## config.mk

```make
export PLATFORM = sky130hd
export DESIGN_NAME = zion_basic_circuit_lib_arb_rr_onehot
export DESIGN_NICKNAME = d
export VERILOG_FILES = /design/src/rtl/zion_basic_circuit_lib_arb_rr_onehot.sv
export SDC_FILE = /design/constraint.sdc
export NUM_CORES = 1
export LEC_CHECK = 0
export ABC_AREA = 1
export CAP_MARGIN = 20
export CORE_MARGIN = 3
export CORE_UTILIZATION = 55
export DETAILED_ROUTE_END_ITERATION = 16
export PLACE_DENSITY = 0.77
export RECOVER_POWER = 25
export SLEW_MARGIN = 10
export SYNTH_ARGS = -nofsm -noshare
export SYNTH_HDL_FRONTEND = slang
export SYNTH_SLANG_ARGS = --single-unit
```

## constraint.sdc

```tcl
create_clock -name clk -period 2.9 [get_ports clk]
set_clock_uncertainty 0.15 [all_clocks]
set_input_delay 0.725 -clock clk [delete_from_list [all_inputs] [get_ports clk]]
set_output_delay 0.725 -clock clk [all_outputs]
set_load 0.03 [all_outputs]
```

## src/rtl/zion_basic_circuit_lib_arb_rr_onehot.sv

```systemverilog
// Round-robin arbiter with registered onehot grant.
// A grant is issued from IDLE one cycle after a request appears, then held
// (optionally for a whole packet) until the granted beat completes. At grant
// end the pointer moves past the winner and the next grant is chosen in the
// same cycle, so back-to-back packets see no bubble.

module zion_basic_circuit_lib_arb_rr_onehot #(
  parameter int NUM_REQ  = 4,
  parameter int PKT_LOCK = 1
) (
  input  logic                       clk,
  input  logic                       rst,
  input  logic [NUM_REQ-1:0]         iReq,
  input  logic                       iLast,
  input  logic                       iRdy,
  output logic [NUM_REQ-1:0]         oGnt,
  output logic [$clog2(NUM_REQ)-1:0] oGntIdx,
  output logic                       oVld
);

  localparam int IW = $clog2(NUM_REQ);

  typedef enum logic [0:0] {
    IDLE = 1'b0,
    BUSY = 1'b1
  } state_t;

  state_t               state_r;
  state_t               state_nxt_s;
  logic [IW-1:0]        ptr_r;
  logic [IW-1:0]        ptr_nxt_s;
  logic [IW-1:0]        gnt_idx_r;
  logic [IW-1:0]        gnt_idx_nxt_s;
  logic [NUM_REQ-1:0]   gnt_r;
  logic [NUM_REQ-1:0]   gnt_nxt_s;
  logic                 grant_end_s;
  logic [IW-1:0]        end_ptr_s;
  logic [IW:0]          idle_pick_s;
  logic [IW:0]          end_pick_s;

  // Search req starting at base and wrapping; returns {hit, index}.
  function automatic logic [IW:0] rr_pick(input logic [NUM_REQ-1:0] req,
                                           input logic [IW-1:0]      base);
    logic          hit;
    logic [IW-1:0] idx;
    logic [IW-1:0] cand;
    int            sum;
    hit = 1'b0;
    idx = {IW{1'b0}};
    for (int k = 0; k < NUM_REQ; k++) begin
      sum  = int'(base) + k;
      cand = (sum >= NUM_REQ) ? IW'(sum - NUM_REQ) : IW'(sum);
      idx  = (!hit && req[cand]) ? cand : idx;
      hit  = hit | req[cand];
    end
    return {hit, idx};
  endfunction

  // Binary index to onehot select vector.
  function automatic logic [NUM_REQ-1:0] to_onehot(input logic [IW-1:0] idx);
    return {{(NUM_REQ-1){1'b0}}, 1'b1} << idx;
  endfunction

  // Grant end condition and the pointer / candidate for the next grant.
  always_comb begin
    grant_end_s = (state_r == BUSY) && iRdy && (iLast || (PKT_LOCK == 0));
    end_ptr_s   = (gnt_idx_r == IW'(NUM_REQ - 1)) ? {IW{1'b0}} : (gnt_idx_r + {{(IW-1){1'b0}}, 1'b1});
    idle_pick_s = rr_pick(iReq, ptr_r);
    end_pick_s  = rr_pick(iReq, end_ptr_s);
  end

  // Next-state logic: start a grant from IDLE, hold in BUSY, re-arbitrate at grant end.
  always_comb begin
    state_nxt_s   = state_r;
    ptr_nxt_s     = ptr_r;
    gnt_nxt_s     = gnt_r;
    gnt_idx_nxt_s = gnt_idx_r;
    case (state_r)
      IDLE: begin
        if (idle_pick_s[IW]) begin
          state_nxt_s   = BUSY;
          gnt_idx_nxt_s = idle_pick_s[IW-1:0];
          gnt_nxt_s     = to_onehot(idle_pick_s[IW-1:0]);
        end else begin
          state_nxt_s   = IDLE;
          gnt_idx_nxt_s = {IW{1'b0}};
          gnt_nxt_s     = {NUM_REQ{1'b0}};
        end
      end
      BUSY: begin
        if (grant_end_s) begin
          ptr_nxt_s = end_ptr_s;
          if (end_pick_s[IW]) begin
            state_nxt_s   = BUSY;
            gnt_idx_nxt_s = end_pick_s[IW-1:0];
            gnt_nxt_s     = to_onehot(end_pick_s[IW-1:0]);
          end else begin
            state_nxt_s   = IDLE;
            gnt_idx_nxt_s = {IW{1'b0}};
            gnt_nxt_s     = {NUM_REQ{1'b0}};
          end
        end else begin
          state_nxt_s   = BUSY;
          gnt_idx_nxt_s = gnt_idx_r;
          gnt_nxt_s     = gnt_r;
        end
      end
      default: begin
        state_nxt_s   = IDLE;
        ptr_nxt_s     = {IW{1'b0}};
        gnt_idx_nxt_s = {IW{1'b0}};
        gnt_nxt_s     = {NUM_REQ{1'b0}};
      end
    endcase
  end

  // State, pointer and grant registers; rst clears them without waiting for clk.
  always_ff @(posedge clk or posedge rst) begin
    if (rst) begin
      state_r   <= IDLE;
      ptr_r     <= {IW{1'b0}};
      gnt_idx_r <= {IW{1'b0}};
      gnt_r     <= {NUM_REQ{1'b0}};
    end else begin
      state_r   <= state_nxt_s;
      ptr_r     <= ptr_nxt_s;
      gnt_idx_r <= gnt_idx_nxt_s;
      gnt_r     <= gnt_nxt_s;
    end
  end

  assign oGnt    = gnt_r;
  assign oGntIdx = gnt_idx_r;
  assign oVld    = (state_r == BUSY);

  zion_basic_circuit_lib_arb_rr_onehot_chk #(
    .NUM_REQ (NUM_REQ)
  ) u_chk (
    .clk       (clk),
    .rst       (rst),
    .req       (iReq),
    .gnt       (gnt_r),
    .gnt_idx   (gnt_idx_r),
    .busy      (state_r == BUSY),
    .grant_end (grant_end_s)
  );

endmodule

// Simulation-only property checks for the arbiter.
module zion_basic_circuit_lib_arb_rr_onehot_chk #(
  parameter int NUM_REQ = 4
) (
  input logic                       clk,
  input logic                       rst,
  input logic [NUM_REQ-1:0]         req,
  input logic [NUM_REQ-1:0]         gnt,
  input logic [$clog2(NUM_REQ)-1:0] gnt_idx,
  input logic                       busy,
  input logic                       grant_end
);

  if ((NUM_REQ < 2) || (NUM_REQ > 32)) begin : g_bad_num_req
    $error("NUM_REQ=%0d outside legal range 2..32", NUM_REQ);
  end

  a_gnt_onehot0 : assert property (@(posedge clk) disable iff (rst) $onehot0(gnt))
    else $error("grant vector is not onehot0: %b", gnt);

  a_req_held : assert property (@(posedge clk) disable iff (rst) (busy && !grant_end) |-> req[gnt_idx])
    else $error("granted requester %0d dropped its request before grant end", gnt_idx);

endmodule

```

======== Word-level counts from Yosys, hierarchy flattened ========
Index checks and enable logic that the tools add are counted.
word-level totals
  register bits after elaboration ......... 9
  output and inout port bits .............. 7
  logic and storage cells ................. 106
cells by class
  add/sub/neg operators ................... 15
  magnitude comparators ................... 16
  eq/ne operators ......................... 2
  shifts and indexed selects .............. 2
  multiplexer cells ....................... 45
  bitwise logic cells ..................... 7
  reduce and logical (&&, ||, !) cells .... 15
operator list
  kind                                                                number
  2-to-1 mux 2 bit                                                    20
  less-than comparator 2 x 3 -> 1 bit (second input constant)         8
  greater-or-equal comparator 3 bit (second input constant)           6
  binary-select mux 1 bit (select 2 bit)                              8
  subtractor 2 x 1 -> 2 bit (second input constant)                   8
  adder 2 x 2 -> 3 bit (second input constant)                        4
  2-to-1 mux 4 bit                                                    3
  2-to-1 mux 1 bit                                                    11
  logical AND 1 bit                                                   8
  case mux 4 bit (2 select lines)                                     1
  << shifter 1 x 2 -> 4 bit (first input constant)                    2
  adder 2 x 1 -> 3 bit (second input constant)                        2
  greater-or-equal comparator 2 x 3 -> 1 bit (second input constant)  2
  logical NOT 1 bit                                                   6
  bitwise OR 1 bit                                                    6
  case mux 2 bit (2 select lines)                                     1
  adder 2 x 1 -> 2 bit (second input constant)                        1
  equality test 2 bit (second input constant)                         1
  != test 2 x 1 -> 1 bit (second input constant)                      1
  case mux 1 bit (2 select lines)                                     1
  AND reduction 2 bit                                                 1
  inverter 1 bit                                                      1

======== Depth between registers and ports, before layout ========
  word-level depth ........................ 16
  mapped depth ............................ 16
  depth with buffers taken out ............ 15

======== Worst setup path after synthesis ========
OpenSTA, ideal clock, no wires.
  path type ............................... reg2reg
  start point ............................. register gnt_idx_r[0] (netlist: oGntIdx[0])
  end point ............................... register gnt_r[1] (netlist: oGnt[1])
  data arrival time ....................... 1924 ps
  path slack .............................. 708 ps
  stages on the path, launching flop included .. 15
  path buffers ............................ 1
  clock period less this slack ............ 2192 ps
  cell sequence ........................... dfrtp_1 -> ha_1 -> buf_4 -> inv_4 -> nand2_1 -> nand2_1 -> nand2_2 -> nand2_4 -> nand3_2 -> nand2_2 -> nand2_1 -> nor2_2 -> nor2_1 -> nor2_1 -> nor2_1
between the ends
  longest elaborated chain between the ends .. 16
  elaborated cells on any way between the ends .. 43
  classes of those cells .................. add/sub (8); order compare (4); eq/ne (1); shift (1); mux (20); bitwise (3); reduce/logical (6)
ends and longest elaborated chain
  item                                                                                   line    RTL
  from (decl)                                                                            32      logic [IW-1:0] gnt_idx_r;
  from (signal assigned)                                                                 122     gnt_idx_r <= {IW{1'b0}};
  from (signal assigned)                                                                 127     gnt_idx_r <= gnt_idx_nxt_s;
  adder 2 x 1 -> 2 bit / equality test 2 bit (equally long branches)                     67      end_ptr_s = (gnt_idx_r == IW'(NUM_REQ - 1)) ? {IW{1'b0}} : (gnt_idx_r + {{(IW-1){1'b0}}, 1'b1});
  2-to-1 mux 2 bit (*)                                                                   67
  named net end_ptr_s[1]                                                                 37      logic [IW-1:0] end_ptr_s;
  adder 2 x 1 -> 3 bit                                                                   51      sum = int'(base) + k;
  greater-or-equal comparator 3 bit / subtractor 2 x 1 -> 2 bit (equally long branches)  52      cand = (sum >= NUM_REQ) ? IW'(sum - NUM_REQ) : IW'(sum);
  2-to-1 mux 2 bit                                                                       52
  binary-select mux 1 bit (select 2 bit)                                                 53, 54
  2-to-1 mux 1 bit (implied by the code)                                                 53, 54
  bitwise OR 1 bit                                                                       54      hit = hit | req[cand];
  logical NOT 1 bit / bitwise OR 1 bit (equally long branches)                           53, 54
  logical AND 1 bit / logical NOT 1 bit (equally long branches)                          53      idx = (!hit && req[cand]) ? cand : idx;
  2-to-1 mux 2 bit / logical AND 1 bit (equally long branches)                           53
  2-to-1 mux 2 bit                                                                       53
  << shifter 1 x 2 -> 4 bit                                                              61      return {{(NUM_REQ-1){1'b0}}, 1'b1} << idx;
  2-to-1 mux 4 bit (*)                                                                   93      if (end_pick_s[IW]) begin
  2-to-1 mux 4 bit (*)                                                                   91      if (grant_end_s) begin
  case mux 4 bit (2 select lines) (*)                                                    78      case (state_r)
  to (signal assigned)                                                                   123     gnt_r <= {NUM_REQ{1'b0}};
  to (signal assigned)                                                                   128     gnt_r <= gnt_nxt_s;
  to (decl)                                                                              34      logic [NUM_REQ-1:0] gnt_r;
The timed path passes the listed nets; every way through them passes the cells marked *. The select of a mux whose other input is x is not followed.
A chain may end at the register's enable or synchronous reset.

======== Final worst setup path ========
  start point ............................. input port iReq[3]
  end point ............................... register gnt_r[1] (netlist: oGnt[1])
between the ends
  longest elaborated chain between the ends .. 11
  elaborated cells on any way between the ends .. 48
  classes of those cells .................. shift (2); mux (28); bitwise (6); reduce/logical (12)
ends and longest elaborated chain
  item                                                          line    RTL
  from (decl)                                                   13      input logic [NUM_REQ-1:0] iReq,
  binary-select mux 1 bit (select 2 bit)                        53, 54
  2-to-1 mux 1 bit (implied by the code)                        53, 54
  logical NOT 1 bit / bitwise OR 1 bit (equally long branches)  53, 54
  logical AND 1 bit, or another cell as far along               53
  2-to-1 mux 2 bit, or another cell as far along                53
  2-to-1 mux 2 bit / logical AND 1 bit (equally long branches)  53
  2-to-1 mux 2 bit                                              53
  << shifter 1 x 2 -> 4 bit                                     61
  2-to-1 mux 4 bit                                              93
  2-to-1 mux 4 bit                                              91
  case mux 4 bit (2 select lines) (*)                           78
Mark *: on every way between the ends. The rest lies on a longest branch, timed or not. The select of a mux whose other input is x is not followed.

==> flow_summary.json <==
{
  "num-nets-final": 217,
  "dp_hpwl_um": 2090,
  "r2r_start": "oGntIdx[0]",
  "detail_route.wirelength_um": 2600,
  "firstDrtPassIters": 4,
  "critPathMaxFanout": 4,
  "n_antenna_cell": 0,
  "cts_tree": "built",
  "worst-slew-pin-transition_ps": 404,
  "io_pins": 15,
  "root_buffer": "clkbuf_4",
  "period_needed_ps": 2400,
  "wire_per_inst_um": 11.1,
  "cts_max_level": 1,
  "yosys_warnings": 0,
  "hold_slack_ps": 378,
  "drv_cap": 0,
  "gp_congestion": 0.895,
  "core_mm2": 0.00202,
  "relSlewSlack_pct": 73.0,
  "syn_inst": 195,
  "clock_latency_ps": 260,
  "worstSetupPathType": "input port to flip-flop",
  "drc": 0,
  "layout_commonest_cell": "nand2_1",
  "grt-ovfl-total": 0,
  "dp_worst_setup_slack_ps": 238,
  "hold_violations": 0,
  "start_util_pct": 59.8,
  "grt_max_degree": 15,
  "vias_per_cell": 5.12,
  "die_area_mm2": 0.00280,
  "dr.first_iter.drc_count": 37,
  "min-delay-start": "oGnt[1]",
  "rsz0062_at_grt": "no",
  "max_freq_mhz": 416,
  "numPortBuffers": 14,
  "slew_violations": 0,
  "cts-hold-fix-buffers": 0,
  "synth_nets": 204,
  "synth_area_mm2": 0.00121,
  "ys_seq_area_share_pct": 18.6,
  "cp-start-kind": "input port",
  "period_share_pct": 82.9,
  "ctsResizeCount": 0,
  "die_x_um": 52.9,
  "crit_start": "iReq[3]",
  "outcome": "complete, no violations",
  "grt_usage_pct": 22.0,
  "ant_nets": 0,
  "antenna_found_initial": 0,
  "fin_tns_setup_ps": 0,
  "finalSetupViolCount": 0,
  "ys_ff_latch": 9,
  "dp_cells": 230,
  "post_cts_buffers": 0,
  "die_h_um": 52.9,
  "critical_path.endpoint_type": "flip-flop",
  "syn2layout_area_growth_pct": 11.4,
  "drive_gt1_share_pct": 24.2,
  "path_clk_slew_ps": 60,
  "hold_class": "flip-flop to flip-flop",
  "cts_max_path_buffers": 2,
  "cts-buffers-inserted": 3,
  "grt_pass1_vias": 1058,
  "rows": 16,
  "grt_pass1_wl_um": 4620,
  "instances_no_fill": 234,
  "ys_types": 28,
  "synth_area_per_cell_um2": 6.20,
  "worstPathArrival_ps": 2410,
  "required_ps": 2900,
  "vias": 1198,
  "setup_slack_ps": 497,
  "layout_common_cells": "nand2_1 (78), nand3_1 (19), nand2_2 (19)",
  "cts.sinks": 9
}
[cell families (layout without fill, tap and decap cells)]
logic type               after synthesis  after routing  synth area share [%]
AND/OR/NAND/NOR                      153            153                  64.5
adder cells (fa/ha/maj)                1              1                  1.04
flip-flops                             9              9                  18.6
buffers and inverters                 21             33                  10.0
AO/OA/AOI/OAI                         11             11                  5.80
[state kept, by name, indices dropped and copies added, names as in the netlist]
signal	count
oGnt	4
oGntIdx	2
oVld	1
ptr_r	2
[synthesized netlist by cell type]
cell            instances  area [um^2]
nand3_1                19         95.1
a21boi_0                1         7.51
dlymetal6s2s_1          1         12.5
nand2_1                78          293
nand2_2                19          119
nor2_1                 15         56.3
dfrtp_1                 9          225
ha_1                    1         12.5
a21oi_2                 2         17.5
a21oi_1                 1         5.00
inv_4                   1         6.26
a31oi_1                 1         6.26
buf_8                   2         30.0
o21ai_2                 1         8.76
nor2_8                  1         20.0
nor2_2                  2         12.5
nor2_4                  2         22.5
nor2b_1                 1         6.26
nand4_1                 3         18.8
nand3_2                 9         90.1
nand4_2                 1         12.5
o21ai_1                 1         5.00
buf_4                   2         15.0
inv_2                   6         22.5
nand2_4                 3         33.8
buf_2                   1         5.00
inv_1                   8         30.0
o21ai_0                 4         20.0
[area by class of cell]
cell class / instances / area, um^2
Multi-Input combinational cell: 165 / 862
Fill cell: 186 / 676
Sequential cell: 9 / 225
Timing Repair Buffer: 14 / 140
Inverter: 15 / 58.8
Tap cell: 27 / 33.8
Clock buffer: 4 / 26.3
[metal layers]
metal | part of all wire [%] | GRT usage, % | routed length [um]
met5 | 0 | 0 | 0
met4 | 0.27 | 2.98 | 7
met3 | 3.9 | 3.66 | 102
met2 | 50 | 37.2 | 1310
met1 | 45 | 29.7 | 1180
[through the flow]
step                util [%]  instance area (um^2)
detailed placement      65.3                  1320
CTS                     66.6                  1350
global route            66.6                  1350
global placement        65.3                  1320
floorplan                  -                  1210
finish                  66.6                  1350
[worst max-delay path, stage by stage]
cell and delay [ps]:
clkdlybuf4s50_1 510, inv_2 140, nand2_1 80, nand3_1 140, nand2_2 100, nor2_4 140
nand3_2 100, nand2_1 130, nor2_1 70, nand2_1 70, nand2_1 60, nor2_1 110
nor2_1 40
[path summary, 6_finish.rpt]
| kind | cells past startpoint | slack, ps | end |
|---|---|---|---|
| worst max-delay path | 13 | 500 | oGnt[1] |
| worst min-delay path | 2 | 380 | oGnt[1] |
| worst max register to register | 14 | 570 | oGnt[1] |
| worst min register to register | 2 | 380 | oGnt[1] |
| max in group asynchronous | 2 | 1640 | oGntIdx[0] |
| min in group asynchronous | 2 | 710 | oGnt[2] |
Power is not shown: default switching activity piles up to over one toggle a cycle in this logic, so the estimate is an artifact.
